[config.mk]
export PLATFORM = sky130hd
export DESIGN_NAME = game_sequencer
export DESIGN_NICKNAME = d
export VERILOG_FILES = /design/src/rtl/game_sequencer.sv
export SDC_FILE = /design/constraint.sdc
export NUM_CORES = 1
export LEC_CHECK = 0
export BUFFER_PORTS_ARGS = -buffer_cell sky130_fd_sc_hd__buf_2
export CAP_MARGIN = 20
export CORE_MARGIN = 5
export CORE_UTILIZATION = 45
export CTS_BUF_LIST = sky130_fd_sc_hd__clkbuf_8 sky130_fd_sc_hd__clkbuf_16
export DETAILED_ROUTE_END_ITERATION = 16
export PLACE_DENSITY = 0.77
export SLEW_MARGIN = 10
export SYNTH_ARGS = -nofsm -noshare
export SYNTH_HDL_FRONTEND = slang
export SYNTH_SLANG_ARGS = --single-unit
[constraint.sdc]
create_clock -name clk -period 5 [get_ports clk]
set_input_delay 1 -clock clk [delete_from_list [all_inputs] [get_ports clk]]
set_output_delay 1 -clock clk [all_outputs]
set_load 0.02 [all_outputs]
[src/rtl/game_sequencer.sv]
// game_sequencer: control FSM for a 2048-style board datapath.
// Latency: an accepted press drives its direction code on the selector in the cycle after the press edge.
// Backpressure: none; presses outside IDLE are dropped, never queued.
//
// Ports:
//   clk, rst          : clock and synchronous active-high reset
//   btn_up/down/left/right, btn_restart : synchronized active-high buttons (edge detected here)
//   cfg_win_exp       : win exponent for the next game (0 selects WIN_EXP_DEFAULT)
//   gano, perdio      : win / lose flags returned by the datapath
//   selector          : datapath command
//   condicion_gane    : win exponent latched at game start
//   busy, game_won, game_lost, move_count : status
module game_sequencer #(
   parameter int unsigned SETTLE_CYCLES   = 2,
   parameter logic [3:0]  WIN_EXP_DEFAULT = 4'b1011
) (
   input  logic        clk,
   input  logic        rst,
   input  logic        btn_up,
   input  logic        btn_down,
   input  logic        btn_left,
   input  logic        btn_right,
   input  logic        btn_restart,
   input  logic [3:0]  cfg_win_exp,
   input  logic        gano,
   input  logic        perdio,
   output logic [2:0]  selector,
   output logic [3:0]  condicion_gane,
   output logic        busy,
   output logic        game_won,
   output logic        game_lost,
   output logic [15:0] move_count
);

   localparam logic [3:0] DWELL_LOAD = 4'(SETTLE_CYCLES - 1);

   localparam logic [2:0] SEL_INIT  = 3'b000;
   localparam logic [2:0] SEL_LEFT  = 3'b001;
   localparam logic [2:0] SEL_RIGHT = 3'b010;
   localparam logic [2:0] SEL_UP    = 3'b011;
   localparam logic [2:0] SEL_DOWN  = 3'b100;
   localparam logic [2:0] SEL_HOLD  = 3'b101;
   localparam logic [2:0] SEL_SPAWN = 3'b111;

   typedef enum logic [2:0] {INIT, SPAWN0, IDLE, MOVE, SPAWN, CHECK, WON, LOST} state_t;

   state_t      state, state_nxt;
   logic [3:0]  dwell;
   logic [2:0]  dir, dir_nxt;
   logic [2:0]  sel_nxt;
   logic        prev_up, prev_down, prev_left, prev_right, prev_restart;
   logic        up_e, down_e, left_e, right_e, restart_e;
   logic        entering;
   logic [3:0]  win_exp_sel;

   assign up_e      = btn_up      & ~prev_up;
   assign down_e    = btn_down    & ~prev_down;
   assign left_e    = btn_left    & ~prev_left;
   assign right_e   = btn_right   & ~prev_right;
   assign restart_e = btn_restart & ~prev_restart;

   assign win_exp_sel = (cfg_win_exp == 4'd0) ? WIN_EXP_DEFAULT : cfg_win_exp;

   always_comb begin
      state_nxt = state;
      dir_nxt   = dir;
      if (restart_e) begin
         state_nxt = INIT;
      end else begin
         case (state)
            INIT:   if (dwell == 4'd0) state_nxt = SPAWN0;
            SPAWN0: if (dwell == 4'd0) state_nxt = IDLE;
            IDLE: begin
               // Fixed priority so exactly one direction is latched.
               if (up_e) begin
                  state_nxt = MOVE; dir_nxt = SEL_UP;
               end else if (down_e) begin
                  state_nxt = MOVE; dir_nxt = SEL_DOWN;
               end else if (left_e) begin
                  state_nxt = MOVE; dir_nxt = SEL_LEFT;
               end else if (right_e) begin
                  state_nxt = MOVE; dir_nxt = SEL_RIGHT;
               end
            end
            MOVE:   if (dwell == 4'd0) state_nxt = SPAWN;
            SPAWN:  if (dwell == 4'd0) state_nxt = CHECK;
            CHECK: begin
               if (gano)        state_nxt = WON;
               else if (perdio) state_nxt = LOST;
               else             state_nxt = IDLE;
            end
            WON, LOST: state_nxt = state;
            default:   state_nxt = INIT;
         endcase
      end

      // A restart while already in INIT still counts as a fresh entry.
      entering = (state_nxt != state) || restart_e;

      // Outputs are decoded from the next state so the registers line up with the state.
      case (state_nxt)
         INIT:          sel_nxt = SEL_INIT;
         SPAWN0, SPAWN: sel_nxt = SEL_SPAWN;
         MOVE:          sel_nxt = dir_nxt;
         default:       sel_nxt = SEL_HOLD;
      endcase
   end

   always_ff @(posedge clk) begin
      if (rst) begin
         state          <= INIT;
         dwell          <= DWELL_LOAD;
         dir            <= SEL_HOLD;
         selector       <= SEL_INIT;
         condicion_gane <= win_exp_sel;
         move_count     <= 16'd0;
         busy           <= 1'b1;
         game_won       <= 1'b0;
         game_lost      <= 1'b0;
         prev_up        <= 1'b0;
         prev_down      <= 1'b0;
         prev_left      <= 1'b0;
         prev_right     <= 1'b0;
         prev_restart   <= 1'b0;
      end else begin
         prev_up      <= btn_up;
         prev_down    <= btn_down;
         prev_left    <= btn_left;
         prev_right   <= btn_right;
         prev_restart <= btn_restart;

         state    <= state_nxt;
         dir      <= dir_nxt;
         selector <= sel_nxt;

         if (entering)            dwell <= DWELL_LOAD;
         else if (dwell != 4'd0)  dwell <= dwell - 4'd1;

         busy      <= !(state_nxt == IDLE || state_nxt == WON || state_nxt == LOST);
         game_won  <= (state_nxt == WON);
         game_lost <= (state_nxt == LOST);

         if (entering && state_nxt == INIT) begin
            condicion_gane <= win_exp_sel;
            move_count     <= 16'd0;
         end else if (state == MOVE && state_nxt == SPAWN && move_count != 16'hFFFF) begin
            move_count <= move_count + 16'd1;
         end
      end
   end

endmodule

==> impl_metrics.yaml, run 1 <==
die:
  num_rows: 23
  coreArea_mm2: 0.004058
  die_x_um: 75.35
  die_y_um: 75.35
  io_pins: 39
  start_util_pct: 47.36
  dieArea_mm2: 0.005678
cells_and_area:
  fillCellCount: 363
  synthToLayoutAreaGrowth_pct: 17.19
  fin_nets: 257
  antenna_cells: 0
  mostFrequentLayoutCells: "buf_2, dfxtp_1, nor2_1, xnor2_1"
  mostFrequentLayoutCell: "buf_2"
  final_layout_size_suffix_gt1_share_pct: 25.10
  finalInstanceArea_mm2: 0.002252
logic_synthesis:
  synthesis.nets: 219
  netlist_area_mm2: 0.001922
  yosysSeqAreaShare_pct: 44.79
  netlist_instances: 204
  ys_seq_elements: 41
  synth_ff_type: "dfxtp_1"
  yosys_warnings: 0
  synth_enable_flop_cells: 4
  yosysUniqueCellTypes: 55
  async_flop_share_pct: 0
  syn_avg_cell_area_um2: 9.421
critical_path:
  cp.required_ns: 5.15
  cp.depth: 7
  critPathMaxStageDelay_ns: 0.63
  worstReg2RegStart: "dwell[0]$_SDFFE_PP1N_"
  critPathKind: "in -> reg"
  r2r-end: "selector[0]$_SDFF_PP0_"
  crit_arrival_ns: 2.45
  reg2reg_slack_ns: 2.92
  timing.critical_path.from: "btn_restart"
  crit_path_end: "selector[1]$_SDFF_PP0_"
  cpMostUsedCell: "nor2_1"
  cp_max_fo: 27
  slowest_stage: "inv_1"
  cp.buffers_inverters: 2
  path_delay_family: "buffers and inverters"
  crit_path_end_kind: "flip-flop"
  crit_chain: "buf_2 -> nor2b_1 -> nor2_1 -> inv_1 -> nor2_1 -> nand2_1 -> a22oi_1"
  rr_worst_depth: 7
  startpoint_type: "primary input"
global_routing:
  track_usage_pct: 15.27
  grt_antenna_before_repair: 0
  grt_overflow: 0
  grt_max_degree: 28
  grt_pass1_wl_mm: 6.651
  grt_pass1_vias: 1491
clocking:
  ctsResizeCount: 0
  cts_hold_buffers: 0
  htree_num_levels: 2
  postCtsSetupBuffers: 0
  cts-buffers-inserted: 5
  cts.sinks: 41
  tritoncts: "yes"
  cts.reportedPaths.clkPinSlew_ns: 0.08
  clock_latency_ns: 0.30
  cts_buffer_depth: 2
  root_buffer: "clkbuf_8"
route:
  drc: 0
  first_pass_iters: 4
  wl_met1_mm: 1.776
  dr_wl_met2_mm: 1.871
  wl_mm: 3.916
  vias: 1564
  post_drt_wl_per_cell_um: 13.37
  via_per_inst: 5.338
  first_iter_violations: 127
  antenna_left: 0
  route.met3.wl_um: 202
  top_layer: "met4"
timing:
  fmax_ghz: 0.4349
  finalSetupViolCount: 0
  slew_headroom_pct: 43.52
  clock_skew_ns: 0.01045
  rsz0062_at_grt: "false"
  tns_ns: 0
  finalHoldViolCount: 0
  finalCritPeriodShare_pct: 45.99
  setup_ws_ns: 2.701
  slew_viol_final: 0
  min_period_ns: 2.299
  tightest_slew_ns: 0.8462
placement:
  dpl_cell_area_mm2: 0.002138
  dp_slack_ns: 2.388
  dp_hpwl_mm: 2.885
  globalplace.congestion: 0.8258
  io_buffers: 38
power:
  p_leak_nw: 0.8764
  powerDensity_mw_per_mm2: 324.4
  ir_drop_mv: 0.1956
  total_power_mw: 0.7307
hold_path:
  hold_path_class: "reg -> reg"
  worstHoldPathCells: 2
status:
  outcome: "complete, no violations"
job:
  maxCapViolCount: 0
metal layers:
metal	vias up	track usage, %
met2	33	24.54
met3	7	4.617
met1	718	19.08
met5	-	0
li1	806	-
met4	0	6.408
registers in the layout, summed over array words and instances (netlist names):
register        flops
prev_restart        1
dir                 3
move_count         16
prev_down           1
prev_right          1
prev_up             1
game_won            1
selector            3
dwell               4
state               3
busy                1
game_lost           1
prev_left           1
condicion_gane      4
worst min path at each step:
| stage | from | slack [ns] | end |
|---|---|---|---|
| floorplan | dir[1]$_SDFF_PP0_ | 0.45 | dir[1]$_SDFF_PP0_ |
| global placement | dir[1]$_SDFF_PP0_ | 0.48 | dir[1]$_SDFF_PP0_ |
| detailed placement | dir[1]$_SDFF_PP0_ | 0.50 | dir[1]$_SDFF_PP0_ |
| CTS | dir[1]$_SDFF_PP0_ | 0.52 | dir[1]$_SDFF_PP0_ |
| global route | dir[1]$_SDFF_PP0_ | 0.56 | dir[1]$_SDFF_PP0_ |
| finish | dir[1]$_SDFF_PP0_ | 0.51 | dir[1]$_SDFF_PP0_ |
cells in the mapped netlist (2+ instances only):
cell type	count	area share, %
nand4_1	4	1.3
inv_1	8	1.6
nor3_1	10	2.6
o21bai_1	3	1.2
or3_1	2	0.65
dfxtp_1	37	39
o31a_1	2	0.91
o21ai_0	2	0.52
a21oi_1	5	1.3
nor4_1	2	0.65
nor3b_1	2	0.78
edfxtp_1	4	6.3
ha_1	2	1.3
a211oi_1	3	1.2
or3_4	2	1.2
xnor2_1	13	5.9
a31oi_1	4	1.3
clkbuf_1	3	0.59
nand2_1	10	2.0
nand2b_1	7	2.3
nand3_1	5	1.3
nor2b_1	10	3.3
or2_2	5	1.6
nor2_1	26	5.1
and3_1	2	0.65
o22ai_1	2	0.65
logic make-up after synthesis:
logic type | count (synthesis) | synth area share [%]
simple gates | 98 | 29.82
flops | 41 | 44.79
compound gates | 33 | 13.02
buf+inv | 15 | 3.450
xor+xnor | 13 | 5.925
mux | 2 | 1.693
fa+ha+maj | 2 | 1.302
power breakdown:
part           switching, mW  internal [mW]
clock                  0.117          0.150
combinational         0.0626         0.0431
sequential           0.00961          0.349
total                  0.189          0.542
tightest hold or removal path, stage by stage, from the launching register on:
cell and delay, ns:
dfxtp_1 0.31, inv_1 0.05, a221oi_1 0.09
metrics by stage:
step	hold WS, ns	utilization, %	instances
2_1_floorplan	0.4512	-	204
3_3_place_gp	0.4774	52.70	285
3_5_place_dp	0.4951	52.70	285
4_1_cts	0.5206	55.50	293
5_1_grt	0.5562	55.50	293
6_report	0.5105	55.50	293
layout make-up:
| type | instances | area (µm²) | area share, % |
|---|---|---|---|
| Sequential cell | 41 | 860.8 | 38.22 |
| Timing Repair Buffer | 38 | 190.2 | 8.444 |
| Multi-Input combinational cell | 148 | 994.7 | 44.17 |
| Tap cell | 50 | 62.56 | 2.778 |
| Clock inverter | 3 | 45.04 | 2.000 |
| Clock buffer | 5 | 68.82 | 3.056 |
| Inverter | 8 | 30.03 | 1.333 |
Note: power is estimated with default switching activity, not from simulation.
==> run 2, diff against run 1 <==
--- a/config.mk
+++ b/config.mk
@@ -5,6 +5,7 @@
 export SDC_FILE = /design/constraint.sdc
 export NUM_CORES = 1
 export LEC_CHECK = 0
+export ABC_AREA = 1
 export BUFFER_PORTS_ARGS = -buffer_cell sky130_fd_sc_hd__buf_2
 export CAP_MARGIN = 20
 export CORE_MARGIN = 5
==> constraint.sdc (replaced) <==
create_clock -name clk -period 2.2 [get_ports clk]
set_input_delay 0.44 -clock clk [delete_from_list [all_inputs] [get_ports clk]]
set_output_delay 0.44 -clock clk [all_outputs]
set_load 0.02 [all_outputs]
==> impl_metrics.yaml, run 2 <==
status:
  outcome: "complete, no violations"
critical_path:
  cpMostUsedCell: "nand2_1"
  rr_worst_depth: 9
  path_delay_family: "simple AND/OR/NAND/NOR gates"
  cp.buffers_inverters: 1
  cp_max_fo: 6
  slowest_stage: "dfxtp_1"
  r2r-end: "dwell[2]$_SDFFE_PP0N_"
  crit_path_end_kind: "flip-flop"
  worstReg2RegStart: "dwell[0]$_SDFFE_PP1N_"
  crit_chain: "inv_1 -> ha_1 -> nand2_1 -> nand2_1 -> nand2_1 -> a21oi_2 -> xor2_1 -> nand3_1 -> nor2_1"
  crit_arrival_ns: 2.08
  reg2reg_slack_ns: 0.35
  startpoint_type: "flip-flop"
  critPathMaxStageDelay_ns: 0.34
  critPathKind: "reg -> reg"
  cp.required_ns: 2.43
clocking:
  clock_latency_ns: 0.30
  cts.reportedPaths.clkPinSlew_ns: 0.07
  cts_buffer_depth: 2
  ctsResizeCount: 0
  htree_num_levels: 2
  tritoncts: "yes"
  postCtsSetupBuffers: 0
  cts_hold_buffers: 0
  cts.sinks: 41
  cts-buffers-inserted: 5
  root_buffer: "clkbuf_8"
route:
  wl_mm: 4.366
  first_pass_iters: 4
  post_drt_wl_per_cell_um: 11.37
  first_iter_violations: 115
  antenna_left: 0
  drc: 0
  via_per_inst: 4.966
  vias: 1907
timing:
  finalHoldViolCount: 0
  whs_ns: 0.3326
  tns_ns: 0
  tightest_slew_ns: 0.4725
  slew_viol_final: 0
  slew_headroom_pct: 68.38
  rsz0062_at_grt: "false"
  fmax_ghz: 0.5401
  min_period_ns: 1.851
  finalSetupViolCount: 0
  clock_skew_ns: 0.006206
  finalCritPeriodShare_pct: 84.16
power:
  powerDensity_mw_per_mm2: 768.4
  ir_drop_mv: 0.4458
  p_leak_nw: 1.101
  total_power_mw: 1.862
global_routing:
  grt_max_degree: 18
  grt_overflow: 0
  grt_antenna_before_repair: 0
  track_usage_pct: 14.82
  grt_pass1_wl_mm: 7.265
  grt_pass1_vias: 1739
hold_path:
  worstHoldPathCells: 1
  hold_path_class: "in -> reg"
  whs_endpoint: "condicion_gane[2]$_SDFFCE_PN0P_"
  min-delay-start: "cfg_win_exp[2]"
placement:
  globalplace.congestion: 0.8586
  io_buffers: 38
  dp.cells: 376
  dp_hpwl_mm: 3.400
cells_and_area:
  antenna_cells: 0
  largest_registers: "move_count x16, condicion_gane x4, dwell x4"
  fin_cells: 384
  fin_nets: 346
  mostFrequentLayoutCells: "nand2_1, inv_1, buf_2, dfxtp_1, nor2_1"
  mostFrequentLayoutCell: "nand2_1"
  final_layout_size_suffix_gt1_share_pct: 18.67
  synthToLayoutAreaGrowth_pct: 18.91
  fillCellCount: 425
  largest_reg_flops: 16
  top_register: "move_count"
logic_synthesis:
  netlist_instances: 287
  synth_top_area_share_pct: 36.34
  post-synth-top-count-cell: "nand2_1"
  synth_ff_type: "dfxtp_1"
  syn_avg_cell_area_um2: 7.102
  synthesis.nets: 302
  synth_commonest_cells: "nand2_1, inv_1, dfxtp_1"
  synthTopCellsByArea: "dfxtp_1, nand2_1, inv_1"
  async_flop_share_pct: 0
  yosys_warnings: 0
  yosysTopAreaCell: "dfxtp_1"
  netlist_area_mm2: 0.002038
  synth_enable_flop_cells: 4
  yosysUniqueCellTypes: 25
  ys_seq_elements: 41
  yosysSeqAreaShare_pct: 42.23
die:
  die_y_um: 77.30
  coreArea_mm2: 0.004384
  dieArea_mm2: 0.005975
  num_rows: 24
  die_x_um: 77.30
  start_util_pct: 46.49
  io_pins: 39
job:
  maxCapViolCount: 0
==> run 2: cell count changes in the layout (fill, tap and decap cells not counted), moves of 11 or more <==
cell     change
xnor2_1     -12
nand3_1     +14
inv_1       +34
a21oi_1     +11
nand2_1     +65
xor2_1      +13
==> run 2: area by class of cell <==
class | count | area (µm²) | share of cell area (%)
clock buffer | 5 | 68.82 | 2.839
clock inverter | 3 | 65.06 | 2.685
inverter | 43 | 161.4 | 6.660
multi-input combinational | 198 | 982.2 | 40.53
sequential | 41 | 860.8 | 35.52
tap | 52 | 65.06 | 2.685
timing repair buffer | 42 | 220.2 | 9.086
==> run 2: cells by family (layout without fill, tap and decap cells) <==
logic type	count (synthesis)	in the layout	share of synthesized area, %
AO/OA/AOI/OAI	33	33	9.025
XOR/XNOR	14	14	6.016
adder cells (fa/ha/maj)	2	2	1.228
buffers and inverters	48	93	9.576
flip-flops	41	41	42.23
AND/OR/NAND/NOR	149	149	31.92
==> run 2: metrics by stage <==
stage          utilization [%]  cell area [µm²]  setup slack [ns]
6_report                 55.28             2424            0.3486
4_1_cts                  55.28             2424            0.3609
3_5_place_dp             52.23             2290            0.3426
2_1_floorplan                -             2038            0.3493
3_3_place_gp             52.23             2290            0.3601
5_1_grt                  55.28             2424           0.08935
==> run 2: where the power goes <==
part / total [mW] / internal, mW / switching [mW]
Sequential: 0.828 / 0.800 / 0.0278
Clock: 0.710 / 0.451 / 0.260
Combinational: 0.324 / 0.108 / 0.217
Total: 1.86 / 1.36 / 0.504
==> run 2: per-layer routing <==
metal	vias up	global-route usage, %	share of wire [%]
li1	992	-	-
met1	866	15.88	41
met2	40	26.52	51
met3	9	4.801	6.0
met4	0	6.186	1.9
met5	-	0	0
==> run 2: worst max-delay path by stage <==
| stage | from | slack (ns) | cells after the start | endpoint |
|---|---|---|---|---|
| floorplan | move_count[1]$_SDFFE_PP0P_ | 0.35 | 10 | move_count[10]$_SDFFE_PP0P_ |
| global placement | btn_restart | 0.36 | 11 | selector[1]$_SDFF_PP0_ |
| detailed placement | btn_down | 0.34 | 11 | selector[0]$_SDFF_PP0_ |
| CTS | dwell[0]$_SDFFE_PP1N_ | 0.36 | 9 | dwell[2]$_SDFFE_PP0N_ |
| global route | dwell[0]$_SDFFE_PP1N_ | 0.09 | 9 | dwell[2]$_SDFFE_PP0N_ |
| finish | dwell[0]$_SDFFE_PP1N_ | 0.35 | 9 | dwell[2]$_SDFFE_PP0N_ |
==> run 2: worst register-to-register path, cell delays in order (launching register included) <==
cell	delay [ns]
dfxtp_1	0.34
inv_1	0.06
ha_1	0.21
nand2_1	0.14
nand2_1	0.15
nand2_1	0.08
a21oi_2	0.28
xor2_1	0.22
nand3_1	0.18
nor2_1	0.14
